<file path="src/rtl/dot_prod_sched_pkg.sv">
// Shared types for the CAF dot-product scheduler: FSM state encoding.
package dot_prod_sched_pkg;

    typedef enum logic [2:0] {
        IDLE   = 3'd0,
        ISSUE  = 3'd1,
        DRAIN  = 3'd2,
        HOLD   = 3'd3,
        FINISH = 3'd4
    } sched_state_t;

endpackage

</file>
<file path="src/rtl/dot_prod_addr_gen.sv">
// Sample/shift counters, wrapped read addresses and the read-latency valid delay line.
module dot_prod_addr_gen #(
    parameter int unsigned LENGTH              = 5,
    parameter int unsigned LENGTH_COUNTER_BITS = 3,
    parameter int unsigned SHIFT_BITS          = 2,
    parameter int unsigned ADDR_BITS           = 10,
    parameter int unsigned READ_LATENCY        = 1
) (
    input  logic                  clk,
    input  logic                  rst,
    input  logic                  load,
    input  logic                  step,
    input  logic                  next_shift,
    output logic                  last_c,
    output logic [SHIFT_BITS-1:0] shift,
    output logic                  rd_en,
    output logic [ADDR_BITS-1:0]  ref_addr,
    output logic [ADDR_BITS-1:0]  rx_addr,
    output logic                  x_tvalid,
    output logic                  y_tvalid
);

    localparam int unsigned CNT_W = LENGTH_COUNTER_BITS + 1;

    logic [CNT_W-1:0]        n;
    logic [READ_LATENCY-1:0] vld_pipe;

    assign last_c = (n == CNT_W'(LENGTH - 1));

    // Received address wraps modulo the buffer size.
    always_ff @(posedge clk or posedge rst) begin
        if (rst) begin
            n        <= '0;
            shift    <= '0;
            rd_en    <= 1'b0;
            ref_addr <= '0;
            rx_addr  <= '0;
        end else begin
            rd_en <= step;
            if (load) begin
                n     <= '0;
                shift <= '0;
            end else if (next_shift) begin
                n     <= '0;
                shift <= shift + SHIFT_BITS'(1);
            end else if (step) begin
                ref_addr <= ADDR_BITS'(n);
                rx_addr  <= ADDR_BITS'(n) + ADDR_BITS'(shift);
                n        <= n + CNT_W'(1);
            end
        end
    end

    always_ff @(posedge clk or posedge rst) begin
        if (rst) begin
            vld_pipe <= '0;
        end else begin
            vld_pipe[0] <= rd_en;
            for (int k = 1; k < READ_LATENCY; k++) begin
                vld_pipe[k] <= vld_pipe[k-1];
            end
        end
    end

    assign x_tvalid = vld_pipe[READ_LATENCY-1];
    assign y_tvalid = vld_pipe[READ_LATENCY-1];

endmodule

</file>
<file path="src/rtl/dot_prod_sched.sv">
// Sequences one dot_prod_pip across lag shifts and hands each product downstream tagged by shift.
module dot_prod_sched
    import dot_prod_sched_pkg::*;
#(
    parameter int unsigned LENGTH              = 5,
    parameter int unsigned LENGTH_COUNTER_BITS = 3,
    parameter int unsigned NUM_SHIFTS          = 4,
    parameter int unsigned SHIFT_BITS          = 2,
    parameter int unsigned ADDR_BITS           = 10,
    parameter int unsigned READ_LATENCY        = 1,
    parameter int unsigned I_BITS              = 24,
    parameter int unsigned Q_BITS              = 24
) (
    input  logic                  clk,
    input  logic                  rst,
    input  logic                  start,
    output logic                  rd_en,
    output logic [ADDR_BITS-1:0]  ref_addr,
    output logic [ADDR_BITS-1:0]  rx_addr,
    output logic                  dp_x_tvalid,
    output logic                  dp_y_tvalid,
    output logic                  dp_tready,
    input  logic                  dp_tvalid,
    input  logic [I_BITS-1:0]     dp_i,
    input  logic [Q_BITS-1:0]     dp_q,
    input  logic                  m_axis_tready,
    output logic                  s_axis_tvalid,
    output logic [I_BITS-1:0]     i,
    output logic [Q_BITS-1:0]     q,
    output logic [SHIFT_BITS-1:0] shift_idx,
    output logic                  busy,
    output logic                  done
);

    sched_state_t          state;
    logic                  dp_tvalid_q;
    logic [SHIFT_BITS-1:0] shift;
    logic                  last_c;
    logic                  load_c;
    logic                  step_c;
    logic                  next_c;
    logic                  shift_last_c;

    assign shift_last_c = (shift == SHIFT_BITS'(NUM_SHIFTS - 1));
    assign load_c       = (state == IDLE) && start;
    assign step_c       = (state == ISSUE);
    assign next_c       = (state == HOLD) && m_axis_tready && !shift_last_c;
    assign dp_tready    = busy;

    dot_prod_addr_gen #(
        .LENGTH              (LENGTH),
        .LENGTH_COUNTER_BITS (LENGTH_COUNTER_BITS),
        .SHIFT_BITS          (SHIFT_BITS),
        .ADDR_BITS           (ADDR_BITS),
        .READ_LATENCY        (READ_LATENCY)
    ) u_addr_gen (
        .clk        (clk),
        .rst        (rst),
        .load       (load_c),
        .step       (step_c),
        .next_shift (next_c),
        .last_c     (last_c),
        .shift      (shift),
        .rd_en      (rd_en),
        .ref_addr   (ref_addr),
        .rx_addr    (rx_addr),
        .x_tvalid   (dp_x_tvalid),
        .y_tvalid   (dp_y_tvalid)
    );

    // Capture only on a rising dp_tvalid so a level left over from the previous product is ignored.
    always_ff @(posedge clk or posedge rst) begin
        if (rst) begin
            state         <= IDLE;
            dp_tvalid_q   <= 1'b0;
            busy          <= 1'b0;
            done          <= 1'b0;
            s_axis_tvalid <= 1'b0;
            i             <= '0;
            q             <= '0;
            shift_idx     <= '0;
        end else begin
            dp_tvalid_q <= dp_tvalid;
            done        <= 1'b0;
            case (state)
                IDLE: begin
                    if (start) begin
                        state <= ISSUE;
                        busy  <= 1'b1;
                    end
                end
                ISSUE: begin
                    if (last_c) state <= DRAIN;
                end
                DRAIN: begin
                    if (dp_tvalid && !dp_tvalid_q) begin
                        i             <= dp_i;
                        q             <= dp_q;
                        shift_idx     <= shift;
                        s_axis_tvalid <= 1'b1;
                        state         <= HOLD;
                    end
                end
                HOLD: begin
                    if (m_axis_tready) begin
                        s_axis_tvalid <= 1'b0;
                        if (shift_last_c) begin
                            state <= FINISH;
                            done  <= 1'b1;
                        end else begin
                            state <= ISSUE;
                        end
                    end
                end
                FINISH: begin
                    state <= IDLE;
                    busy  <= 1'b0;
                end
                default: begin
                    state <= IDLE;
                    busy  <= 1'b0;
                end
            endcase
        end
    end

endmodule

</file>
<file path="config.mk">
export PLATFORM = sky130hd
export DESIGN_NAME = dot_prod_sched
export DESIGN_NICKNAME = d
export VERILOG_FILES = /design/src/rtl/dot_prod_sched_pkg.sv /design/src/rtl/dot_prod_addr_gen.sv /design/src/rtl/dot_prod_sched.sv
export SDC_FILE = /design/constraint.sdc
export NUM_CORES = 1
export LEC_CHECK = 0
export CORE_ASPECT_RATIO = 0.5
export CORE_MARGIN = 2
export CORE_UTILIZATION = 40
export DETAILED_ROUTE_END_ITERATION = 10
export PLACE_DENSITY = 0.83
export SYNTH_ARGS = -nofsm -noshare
export SYNTH_HDL_FRONTEND = slang
export SYNTH_SLANG_ARGS = --single-unit
</file>
<file path="constraint.sdc">
create_clock -name clk -period 3 [get_ports clk]
set_input_delay 0.6 -clock clk [delete_from_list [all_inputs] [get_ports clk]]
set_output_delay 0.6 -clock clk [all_outputs]
set_load 0.01 [all_outputs]
</file>
## Word level (Yosys, flattened, before mapping)

Index checks and enable logic that the tools add are counted.
Widths: inputs -> output; s select.

| cells by class | value |
|---|---|
| bitwise gates (word level) | 3 |
| mux-type cells | 19 |
| reductions and logical operators | 16 |
| equality and inequality tests | 9 |
| add/sub/neg operators | 3 |

Operators by type and width:

| cell | count |
|---|---|
| $mux 3 | 5 |
| $mux 4 | 3 |
| $pmux 3 s4 | 1 |
| $ne 2x2->1 const B | 4 |
| $eq 3x2->1 const B | 2 |
| $mux 1 | 6 |
| $reduce_and 3->1 | 2 |
| $add 4x2->5 | 1 |
| $add 4x1->4 const B | 1 |
| $eq 4x3->1 const B | 1 |
| $logic_and 1x1->1 | 4 |
| $mux 2 | 2 |
| $pmux 1 s2 | 2 |
| $reduce_and 2->1 | 2 |
| $reduce_and 4->1 | 1 |
| $reduce_bool 2->1 | 2 |
| $eq 3x1->1 const B | 1 |
| $logic_not 3->1 | 1 |
| $not 1->1 | 3 |
| $reduce_bool 3->1 | 1 |
| $reduce_or 3->1 | 1 |
| $add 2x1->2 const B | 1 |
| $eq 2x2->1 const B | 1 |
| $logic_not 1->1 | 2 |

| storage, ports and cells | value |
|---|---|
| flip-flop bits (word level) | 79 |
| bits of input ports | 53 |
| output and inout port bits | 77 |
| word-level logic and storage cells | 64 |

## Logic depth before layout (Yosys ltp)

Gate-level depths: netlist (run 1).

| logic depth | value |
|---|---|
| word-level depth | 5 |
| mapped depth | 5 |
| mapped depth without buffers | 5 |

## Cells and area by module

A second synthesis (run 1) with hierarchy kept.

| second synthesis, totals | value |
|---|---|
| cells, all modules | 223 |
| area total of the unflattened synthesis | 3,283.1 um^2 |

Modules (own cells, without submodules):

| module | cells an instance | area each (um^2) | seq. area each (um^2) | times used |
|---|---|---|---|---|
| dot_prod_sched | 141 | 2,412.3 | 1,426.4 | 1 |
| dot_prod_addr_gen | 82 | 870.8 | 425.4 | 1 |

## Worst setup path before layout (run 1)

OpenSTA, ideal clock, no wires.

| timing | value |
|---|---|
| path kind | in2reg |
| from | input dp_tvalid |
| to | register i[0] |
| required time | 2.875 ns |
| slack | 1.441 ns |
| path buffers | 1 |
| arrival | 1.435 ns |
| cell stages on the path | 4 |
| setup time | 0.125 ns |
| path through | nor2b_1 -> nand3b_1 -> buf_2 -> mux2_2 |

| on the way | value |
|---|---|
| longest elaborated chain between the ends | 2 |

Ends and longest elaborated chain:

| what | line | source |
|---|---|---|
| start, declared | dot_prod_sched.sv:23 | `input logic dp_tvalid,` |
| $logic_and 1x1->1 | dot_prod_sched.sv:96 | `if (dp_tvalid && !dp_tvalid_q) begin` |
| $reduce_and 2->1 (no line) | -- |  |
| end signal, assigned | dot_prod_sched.sv:97 | `i <= dp_i;` |
| end, declared | dot_prod_sched.sv:28 | `output logic [I_BITS-1:0] i,` |

Every way passes these cells.
A chain may end at the register's enable or synchronous reset.

## Worst setup path in the final report (run 1)

| timing | value |
|---|---|
| from | register state[2] |
| to | register u_addr_gen.rx_addr[3] |

| on the way | value |
|---|---|
| longest elaborated chain between the ends | 5 |
| elaborated cells between the ends (all ways) | 9 |
| those cells by class | eq/ne: 2; bitwise: 2; reduce/logical: 5 |

Ends and longest elaborated chain:

| what | line | source |
|---|---|---|
| start, declared | dot_prod_sched.sv:35 | `sched_state_t state;` |
| start signal, assigned | dot_prod_sched.sv:74 | `state <= IDLE;` |
| start signal, assigned | dot_prod_sched.sv:88 | `state <= ISSUE;` |
| start signal, assigned | dot_prod_sched.sv:93 | `if (last_c) state <= DRAIN;` |
| $eq 3x2->1 | dot_prod_sched.sv:47 | `assign next_c = (state == HOLD) && m_axis_tready && !shift_last_c;` |
| $logic_and 1x1->1 (2 in series) | dot_prod_sched.sv:47 |  |
| $not 1->1 (no line) | -- |  |
| $reduce_and 3->1 (no line) * | -- |  |
| end signal, assigned | dot_prod_addr_gen.sv:48 | `rx_addr <= ADDR_BITS'(n) + ADDR_BITS'(shift);` |
| end, declared | dot_prod_addr_gen.sv:18 | `output logic [ADDR_BITS-1:0] rx_addr,` |

Every way passes the cells marked *; elsewhere a longest branch is shown, timed or not.

==> flow_summary_export.csv, run 1 <==
group,metric,value,unit
worst_hold_path,min_from,"u_addr_gen.rd_en$_DFF_PP0_",
power,switching_share,0.296,
layout,num-nets-final,405,
synthesis,dominantRegCellSynth,"sky130_fd_sc_hd__dfrtp_1",
synthesis,asyncSetResetFlopFracSynth,1.00,
synthesis,ys_top_cells_by_area,"sky130_fd_sc_hd__dfrtp_1 61%, sky130_fd_sc_hd__mux2_2 19%, sky130_fd_sc_hd__buf_4 3.2%, sky130_fd_sc_hd__nand2_1 2.6%, sky130_fd_sc_hd__ha_1 2.1%",
sta,finClkSkew,0.00461,ns
clocking,cts_setup_buffers,0,
floorplanning,start_util,0.413,
floorplanning,die_w,127,um
global_route,grt_max_degree,75,
clocking,clock_sink_count,74,
layout,post_route_cells_drive_above_1_share,0.202,
worst_setup_path,cp.arrival,2.12,ns
route,final_antenna_net_count,0,
synthesis,yosys-top-cells-count,"74 x sky130_fd_sc_hd__dfrtp_1, 50 x sky130_fd_sc_hd__mux2_2, 21 x sky130_fd_sc_hd__nand2_1",
worst_setup_path,worst_path_largest_cell_delay,0.66,ns
sta,setup_repair_after_global_routing_missed_its_margin,"false",
synthesis,ys_seq_elements,74,
sta,timing.slew.headroom,0.638,
global_route,grt_first_pass_wirelength,10.5,mm
worst_setup_path,crit_start,"state[2]$_DFFE_PP0P_",
power,clock_power_share,0.228,
worst_setup_path,required,3.26,ns
synthesis,synth_most_common_cell,"sky130_fd_sc_hd__dfrtp_1",
synthesis,number_of_enable_type_register_cells_in_the_synthesized_netlist,0,
layout,antennaDiodeCount,0,
route,average_detailed_routed_wire_length_per_instance,15.0,um
worst_setup_path,worst_setup_path_end_kind,"flip-flop",
sta,timing.final.hold_violations,0,
floorplanning,std_cell_rows,22,
synthesis,synth_area,3030,um2
worst_setup_path,cp-start-kind,"flip-flop",
synthesis,synth_top_cell_by_area,"sky130_fd_sc_hd__dfrtp_1",
global_route,grt_pass1_vias,2185,
sta,timing.final.crit_share,0.623,
clocking,clkSlewWorstSetupHoldPaths,0.05,ns
route,wirelength,6.71,mm
worst_setup_path,cpMaxStageDelayCell,"sky130_fd_sc_hd__or3b_1",
synthesis,yosysSeqAreaShare,0.612,
clocking,hold_buffers,0,
clocking,clock_tree_from_tritoncts,"done",
route,drt_first_iter_violations,116,
clocking,tritoncts.num_buffers,9,
worst_hold_path,min_delay_worst_type,"reg -> reg",
global_route,grt_antenna_before_repair,0,
worst_setup_path,crit_fanout,19,
worst_setup_path,r2r_start,"state[2]$_DFFE_PP0P_",
worst_setup_path,critical_path_class,"reg -> reg",
floorplanning,fp.dieH,65.5,um
floorplanning,core_region_area,7320,um2
flow_run,cap_viol_max_count,0,
placed_design,gp_congestion,0.741,
power,internal_power,3.06,mW
synthesis,syn_inst,226,
global_route,grt-ovfl-total,0,
synthesis,ys.warnings.count,0,
sta,worstMarginPinSlew,0.543,ns
synthesis,postSynthAreaPerCell,13.4,um2
sta,max_clock_freq,0.535,GHz
clocking,source_to_sink_clock_delay_at_the_later_pin_of_the_worst_skew_pair,0.32,ns
sta,timing.setup.tns,0,ns
synthesis,synth_cell_types,35,
worst_setup_path,timing.critical_path.cells,"or3b_1 -> or4_1 -> nand3_1",
power,powerDensity,956,nW/um2
power,seqPwrFrac,0.385,
sta,fin_hold_ws,0.381,ns
clocking,htreeDepth,3,
run_status,run_status,"completed",
clocking,ctsLongestPathBuffers,2,
power,power.leakage,2.12,nW
global_route,global_route.usage.total,0.166,
route,post_drt_via_cell_ratio,4.72,
synthesis,post-synth-top-area-fraction,0.612,
route,remaining_design_rule_violation_count,0,
route,dr.pass1.iters,4,
clocking,cts_root_buffer,"sky130_fd_sc_hd__clkbuf_16",
route,routed-via-count,2112,
power,comb_power_share,0.387,
power,irDropWorstVdd,343,uV
layout,postLayoutCoreUtil,0.622,
layout,syn2layout_area_growth,50.4,%
placed_design,portBuffers,118,
floorplanning,design.die.area,8320,um2
power,net_switching_power,1.29,mW
sta,final_period_minus_worst_setup_slack,1.87,ns
placed_design,place_hpwl,4.96,mm
floorplanning,boundaryPins,130,
clocking,postcts_resize_cnt,0,
sta,slew_viol_final,0,
sta,finalSetupViolCount,0,
==> worst paths after layout <==
check | to | slack, ns | depth (start not counted)
setup / recovery | u_addr_gen.rx_addr[3]$_DFFE_PP0P_ | 1.13 | 3
hold / removal | u_addr_gen.x_tvalid$_DFF_PP0_ | 0.38 | 0
setup reg to reg | u_addr_gen.rx_addr[3]$_DFFE_PP0P_ | 1.13 | 3
hold reg to reg | u_addr_gen.x_tvalid$_DFF_PP0_ | 0.38 | 0
max in group asynchronous | u_addr_gen.shift[1]$_DFFE_PP0P_ | 2.03 | 3
min in group asynchronous | q[3]$_DFFE_PP0P_ | 0.69 | 3
==> per-stage QoR <==
step	total power, mW	setup slack (ns)	cells	cell area, um2
2_1_floorplan	2.40	0.518	236	3060
3_3_place_gp	3.30	0.922	431	4270
3_5_place_dp	3.39	0.879	431	4270
4_1_cts	4.41	1.12	447	4550
5_1_grt	4.61	1.04	447	4550
6_report	4.35	1.13	447	4550
==> cells in the final DEF, fill, tap and decap left out, drive strengths merged, types with 3 or more instances in the layout <==
cell / instances
clkdlybuf4s50: 118
dfrtp: 74
mux2: 50
nand2: 21
clkbuf: 14
conb: 11
inv: 10
o21ai: 7
a21oi: 6
nand3: 5
ha: 5
nor3: 3
==> final cells by class <==
type / count / area [um2]
multi-input cells: 131 / 1040
repair buffers: 120 / 1220
inverters: 10 / 37.5
clock buffers: 14 / 274
well taps: 96 / 120
clock inverters: 2 / 10.0
flip-flops and latches: 74 / 1850
fillers: 556 / 2770
==> critical path: cells and delay by family, from the launching register on <==
family / cells / cell delay (ns)
AND/OR/NAND/NOR: 3 / 1.32
flip-flops: 1 / 0.48
==> per-layer routing <==
layer	wire length, um	share of wire	global-route usage
met4	42	0.0063	0.0536
met2	3830	0.57	0.308
met5	0	0	0
met1	2600	0.39	0.183
met3	231	0.034	0.0537
==> sequential cells by signal, indices dropped and copies added, names as in the netlist, 2 cells and up <==
register / flops
q: 24
i: 24
u_addr_gen.shift: 2
u_addr_gen.ref_addr: 4
u_addr_gen.n: 4
shift_idx: 2
state: 3
u_addr_gen.rx_addr: 5
==> logic make-up (layout without fill, tap and decap cells) <==
kind of cell	Yosys count	in the layout	share of synthesized area
adder cells (fa/ha/maj)	6	6	0.0273
buffers and inverters	31	146	0.0575
multiplexers	52	52	0.193
other	1	11	0.00124
AO/OA/AOI/OAI	20	20	0.0397
AND/OR/NAND/NOR	41	41	0.0670
XOR/XNOR	1	1	0.00289
flip-flops	74	74	0.612
==> power by group through the flow <==
| stage | combinational, mW | clock [mW] | sequential [mW] |
|---|---|---|---|
| floorplan | 0.579 | 0 | 1.82 |
| global placement | 1.65 | 0 | 1.65 |
| detailed placement | 1.70 | 0 | 1.69 |
| CTS | 1.71 | 1.02 | 1.68 |
| global route | 1.81 | 1.07 | 1.73 |
| finish | 1.68 | 0.993 | 1.68 |
Power figures use the tool's default switching activity.
==> inputs of run 2 (changes only) <==
--- a/config.mk
+++ b/config.mk
@@ -7,7 +7,7 @@
 export LEC_CHECK = 0
 export CORE_ASPECT_RATIO = 0.5
 export CORE_MARGIN = 2
-export CORE_UTILIZATION = 40
+export CORE_UTILIZATION = 38
 export DETAILED_ROUTE_END_ITERATION = 10
 export PLACE_DENSITY = 0.83
 export SYNTH_ARGS = -nofsm -noshare
==> constraint.sdc (replaced) <==
create_clock -name clk -period 1.65 [get_ports clk]
set_input_delay 0.33 -clock clk [delete_from_list [all_inputs] [get_ports clk]]
set_output_delay 0.33 -clock clk [all_outputs]
set_load 0.01 [all_outputs]
==> flow_summary_export.csv, run 2 (synthesis results as in run 1) <==
group,metric,value,unit
run_status,run_status,"completed",
global_route,grt_pass1_vias,2272,
sta,max_clock_freq,0.634,GHz
route,drt_first_iter_violations,104,
sta,final_period_minus_worst_setup_slack,1.58,ns
floorplanning,core_region_area,7510,um2
clocking,hold_buffers,0,
layout,most-common-layout-cells,"118 x sky130_fd_sc_hd__clkdlybuf4s50_1, 74 x sky130_fd_sc_hd__dfrtp_1, 50 x sky130_fd_sc_hd__mux2_2, 21 x sky130_fd_sc_hd__nand2_1, 11 x sky130_fd_sc_hd__conb_1",
clocking,cts_setup_buffers,0,
worst_hold_path,hold-path-endpoint,"u_addr_gen.x_tvalid$_DFF_PP0_",
layout,post_route_cells_drive_above_1_share,0.226,
clocking,htreeDepth,3,
worst_setup_path,cpMaxStageDelayCell,"sky130_fd_sc_hd__clkdlybuf4s50_1",
worst_setup_path,cp.arrival,1.25,ns
route,remaining_design_rule_violation_count,0,
layout,stdcell_area,4740,um2
clocking,clock_sink_count,74,
sta,timing.final.hold_violations,0,
flow_run,cap_viol_max_count,0,
global_route,grt_first_pass_wirelength,11.3,mm
worst_hold_path,holdPathStages,0,
route,wirelength,7.17,mm
route,post_drt_via_cell_ratio,4.69,
floorplanning,design.die.area,8740,um2
worst_setup_path,required,1.32,ns
worst_hold_path,min_delay_worst_type,"reg -> reg",
worst_setup_path,crit_buf_inv,1,
floorplanning,fp.dieH,67.1,um
layout,syn2layout_area_growth,56.8,%
global_route,global_route.usage.total,0.173,
layout,antennaDiodeCount,0,
worst_setup_path,critical_path_class,"reg -> out",
worst_setup_path,worst_path_dominant_cell_family,"buffers and inverters",
worst_hold_path,min_from,"u_addr_gen.rd_en$_DFF_PP0_",
clocking,clock_tree_from_tritoncts,"done",
layout,reg_top3,"i (24), q (24), u_addr_gen.rx_addr (5)",
route,routed-via-count,2189,
worst_setup_path,r2r_start,"state[1]$_DFFE_PP0P_",
sta,timing.final.crit_share,0.955,
placed_design,place_area,4390,um2
global_route,grt_max_degree,31,
placed_design,place_hpwl,5.45,mm
clocking,tritoncts.num_buffers,9,
layout,layout_commonest_cell,"sky130_fd_sc_hd__clkdlybuf4s50_1",
floorplanning,start_util,0.403,
worst_setup_path,crit_fanout,2,
clocking,cts_root_buffer,"sky130_fd_sc_hd__clkbuf_16",
clocking,ctsLongestPathBuffers,2,
floorplanning,std_cell_rows,22,
floorplanning,boundaryPins,130,
sta,setup_repair_after_global_routing_missed_its_margin,"false",
layout,num-nets-final,414,
power,powerDensity,1780,nW/um2
clocking,source_to_sink_clock_delay_at_the_later_pin_of_the_worst_skew_pair,0.33,ns
worst_setup_path,timing.critical_path.cells,"clkdlybuf4s50_1",
sta,finClkSkew,0.00809,ns
worst_setup_path,cp-start-kind,"flip-flop",
worst_setup_path,worst_setup_path_end_kind,"primary output",
route,final_antenna_net_count,0,
floorplanning,die_w,130,um
placed_design,gp_congestion,0.858,
worst_setup_path,r2r_end,"u_addr_gen.n[0]$_DFFE_PP0P_",
worst_setup_path,worst_path_largest_cell_delay,0.56,ns
placed_design,portBuffers,118,
sta,finalSetupViolCount,0,
layout,postLayoutCoreUtil,0.631,
route,average_detailed_routed_wire_length_per_instance,15.3,um
clocking,postcts_resize_cnt,0,
route,dr.pass1.iters,4,
global_route,grt-ovfl-total,0,
global_route,grt_antenna_before_repair,0,
power,irDropWorstVdd,740,uV
worst_setup_path,timing.reg2reg.setup_slack,0.09,ns
sta,slew_viol_final,0,
worst_setup_path,r2r_cells,3,
power,power.leakage,2.21,nW
clocking,clkSlewWorstSetupHoldPaths,0.06,ns
==> run 2: cell count changes in the layout (fill, tap and decap cells not counted), sizes merged <==
cell      before  now
inv           10    9
buf            2   11
bufinv         0    3
clkinv         2    1
clkbuf        14   11
clkinvlp       0    1
==> run 2: how the worst max path moves through the flow <==
| stage | slack (ns) | startpoint | to | cells past startpoint |
|---|---|---|---|---|
| detailed placement | -0.23 | start | u_addr_gen.n[0]$_DFFE_PP0P_ | 4 |
| global placement | -0.20 | start | u_addr_gen.n[0]$_DFFE_PP0P_ | 4 |
| global route | 0.003 | state[1]$_DFFE_PP0P_ | u_addr_gen.n[0]$_DFFE_PP0P_ | 3 |
| finish | 0.07 | u_addr_gen.rx_addr[4]$_DFFE_PP0P_ | rx_addr[4] | 1 |
| floorplan | 0.12 | state[1]$_DFFE_PP0P_ | u_addr_gen.rx_addr[3]$_DFFE_PP0P_ | 4 |
| CTS | 0.06 | busy$_DFFE_PP0P_ | dp_tready | 1 |
==> run 2: layout make-up <==
class / instances / area (um2)
Fill cell: 533 / 2770
Sequential cell: 74 / 1850
Timing Repair Buffer: 129 / 1330
Multi-Input combinational cell: 131 / 1040
Clock buffer: 11 / 253
Tap cell: 108 / 135
Clock inverter: 4 / 98.8
Inverter: 10 / 41.3
==> run 2: report_power, final <==
group	switching (mW)	leakage, nW	internal (mW)
Combinational	1.22	1.06	1.91
Clock	0.713	0.172	1.55
Sequential	0.494	0.976	2.57
Total	2.43	2.21	6.03
==> run 2: through the flow <==
step	total power, mW	TNS (ns)	hold slack [ns]	setup WS (ns)	std cells
global route	8.90	0	0.392	0.00333	467
detailed placement	6.25	-10.33	0.362	-0.234	452
finish	8.46	0	0.375	0.0734	467
floorplan	4.36	0	0.361	0.123	236
CTS	8.54	0	0.380	0.0574	467
global placement	6.08	-8.17	0.364	-0.203	452
==> run 2: metal layers <==
layer  up-vias  share of wire  global-route usage
met5         -              0                   0
met1      1090           0.38               0.187
met3        23          0.042              0.0578
met4         0          0.027              0.0806
met2        65           0.55               0.312
li1       1011              -                   -
==> inputs of run 3 (changes only) <==
--- a/config.mk
+++ b/config.mk
@@ -5,6 +5,7 @@
 export SDC_FILE = /design/constraint.sdc
 export NUM_CORES = 1
 export LEC_CHECK = 0
+export CAP_MARGIN = 25
 export CORE_ASPECT_RATIO = 0.5
 export CORE_MARGIN = 2
 export CORE_UTILIZATION = 38
==> constraint.sdc (replaced) <==
create_clock -name clk -period 1.65 [get_ports clk]
set_input_delay 0.4125 -clock clk [delete_from_list [all_inputs] [get_ports clk]]
set_output_delay 0.4125 -clock clk [all_outputs]
set_load 0.01 [all_outputs]
==> flow_summary_export.csv, run 3 (synthesis results as in run 1) <==
group,metric,value,unit
clocking,clock_tree_from_tritoncts,"done",
clocking,clock_sink_count,74,
worst_setup_path,crit_buf_inv,2,
placed_design,place_hpwl,5.47,mm
layout,fin_cells,465,
worst_setup_path,cp.arrival,1.84,ns
power,powerDensity,1640,nW/um2
clocking,htreeDepth,3,
floorplanning,boundaryPins,130,
sta,timing.final.crit_share,0.991,
clocking,clkSlewWorstSetupHoldPaths,0.05,ns
layout,antennaDiodeCount,0,
layout,num-nets-final,412,
worst_setup_path,worst_path_largest_cell_delay,0.48,ns
global_route,grt_max_degree,52,
run_status,run_status,"completed",
flow_run,cap_viol_max_count,0,
route,wirelength,7.57,mm
worst_setup_path,crit_start,"dp_tvalid",
power,clock_power_share,0.229,
power,seqPwrFrac,0.397,
clocking,ctsLongestPathBuffers,2,
clocking,tritoncts.num_buffers,9,
sta,timing.final.hold_violations,0,
worst_setup_path,worst_path_dominant_cell_family,"buffers and inverters",
worst_setup_path,critical_path_class,"in -> reg",
layout,syn2layout_area_growth,54.0,%
power,net_switching_power,2.39,mW
worst_setup_path,r2r_start,"state[1]$_DFFE_PP0P_",
sta,finalSetupViolCount,0,
sta,slew_viol_final,0,
route,wl_met3,325,um
floorplanning,die_w,130,um
route,dr.pass1.iters,4,
power,irDropWorstVdd,631,uV
floorplanning,std_cell_rows,22,
route,wl_met2,4.22,mm
worst_setup_path,crit_fanout,21,
clocking,hold_buffers,0,
sta,finClkSkew,0.00597,ns
layout,post_route_cells_drive_above_1_share,0.227,
route,top_layer,"met4",
sta,timing.setup.tns,0,ns
layout,register_area,1850,um2
floorplanning,core_region_area,7510,um2
global_route,grt_first_pass_wirelength,11.4,mm
sta,max_clock_freq,0.611,GHz
placed_design,portBuffers,118,
worst_setup_path,worst_setup_path_end_kind,"flip-flop",
power,switching_share,0.312,
power,power.leakage,2.77,nW
layout,layout_commonest_cell,"sky130_fd_sc_hd__dfrtp_1",
worst_setup_path,cpMaxStageDelayCell,"sky130_fd_sc_hd__clkdlybuf4s50_1",
worst_setup_path,cp-start-kind,"input port",
sta,final_period_minus_worst_setup_slack,1.64,ns
power,comb_power_share,0.373,
route,drt_first_iter_violations,119,
sta,postLayoutSetupSlackWorst,0.0142,ns
global_route,grt-ovfl-total,0,
worst_hold_path,min_from,"u_addr_gen.rd_en$_DFF_PP0_",
placed_design,dpl.cell_count,450,
route,post_drt_via_cell_ratio,4.82,
layout,reg_top3,"i (24), q (24), u_addr_gen.rx_addr (5)",
layout,nFillCells,566,
clocking,cts_root_buffer,"sky130_fd_sc_hd__clkbuf_16",
worst_setup_path,required,1.86,ns
route,final_antenna_net_count,0,
route,average_detailed_routed_wire_length_per_instance,16.3,um
layout,most-common-layout-cells,"73 x sky130_fd_sc_hd__dfrtp_1, 57 x sky130_fd_sc_hd__clkdlybuf4s50_1, 50 x sky130_fd_sc_hd__mux2_2, 34 x sky130_fd_sc_hd__dlymetal6s2s_1, 27 x sky130_fd_sc_hd__dlygate4sd2_1",
floorplanning,design.die.area,8740,um2
global_route,global_route.usage.total,0.177,
floorplanning,fp.dieH,67.1,um
power,internal_power,5.27,mW
route,met1_length,2.77,mm
placed_design,gp_congestion,0.855,
floorplanning,start_util,0.403,
global_route,grt_pass1_vias,2382,
route,remaining_design_rule_violation_count,0,
clocking,source_to_sink_clock_delay_at_the_later_pin_of_the_worst_skew_pair,0.33,ns
route,routed-via-count,2242,
layout,postLayoutCoreUtil,0.620,
placed_design,dp_slack,-0.369,ns
worst_setup_path,timing.critical_path.cells,"clkdlybuf4s50_1 -> nor2b_1 -> nand3b_1 -> buf_4 -> mux2_2",
global_route,grt_antenna_before_repair,0,
layout,multiInputGateArea,1040,um2
worst_hold_path,min_delay_worst_type,"reg -> reg",
==> run 3: cell type report <==
class                      instances  area share
clock inverter                     3     0.00322
sequential                        74       0.397
inverter                          10     0.00886
clock buffer                      12      0.0550
timing repair buffer             127       0.282
tap                              108      0.0290
multi-input combinational        131       0.224
==> run 3: repair_timing <==
| item | in CTS | in global routing |
|---|---|---|
| setup endpoints to repair | 28 | 70 |
| gates resized for setup | 28 | 37 |
| cloned | 0 | 0 |
| setup buffers | 0 | 0 |
==> run 3: through the flow <==
| stage | area, um2 | hold WS, ns | total power [mW] |
|---|---|---|---|
| floorplan | 3070 | 0.416 | 4.36 |
| CTS | 4570 | 0.382 | 7.82 |
| finish | 4660 | 0.381 | 7.65 |
| global route | 4660 | 0.388 | 8.11 |
| global placement | 4330 | 0.363 | 6.07 |
| detailed placement | 4330 | 0.370 | 6.23 |
==> run 3: final timing paths <==
check	end	slack, ns	cells after the start
min in group asynchronous	u_addr_gen.rx_addr[4]$_DFFE_PP0P_	0.54	3
max in group asynchronous	i[6]$_DFFE_PP0P_	0.86	3
hold / removal	u_addr_gen.x_tvalid$_DFF_PP0_	0.38	0
setup reg to reg	i[21]$_DFFE_PP0P_	0.06	4
setup / recovery	i[21]$_DFFE_PP0P_	0.01	5
hold reg to reg	u_addr_gen.x_tvalid$_DFF_PP0_	0.38	0
==> run 3: power groups by stage <==
stage | Clock, mW | Combinational, mW | Sequential, mW
6_report | 1.76 | 2.86 | 3.04
5_1_grt | 1.88 | 3.09 | 3.14
4_1_cts | 1.79 | 2.97 | 3.06
3_5_place_dp | 0 | 3.14 | 3.09
3_3_place_gp | 0 | 3.04 | 3.03
2_1_floorplan | 0 | 1.05 | 3.31
==> run 3: worst register-to-register path: stages, from the launching register on <==
cell	delay (ns)
sky130_fd_sc_hd__dfrtp_1	0.46
sky130_fd_sc_hd__nand2b_1	0.15
sky130_fd_sc_hd__nand3b_1	0.18
sky130_fd_sc_hd__buf_4	0.30
sky130_fd_sc_hd__mux2_2	0.38
==> run 3: routing by layer <==
layer / track usage / vias to the layer above
met2: 0.319 / 66
li1: - / 1009
met1: 0.190 / 1145
met3: 0.0618 / 22
met4: 0.0833 / 0
met5: 0 / -
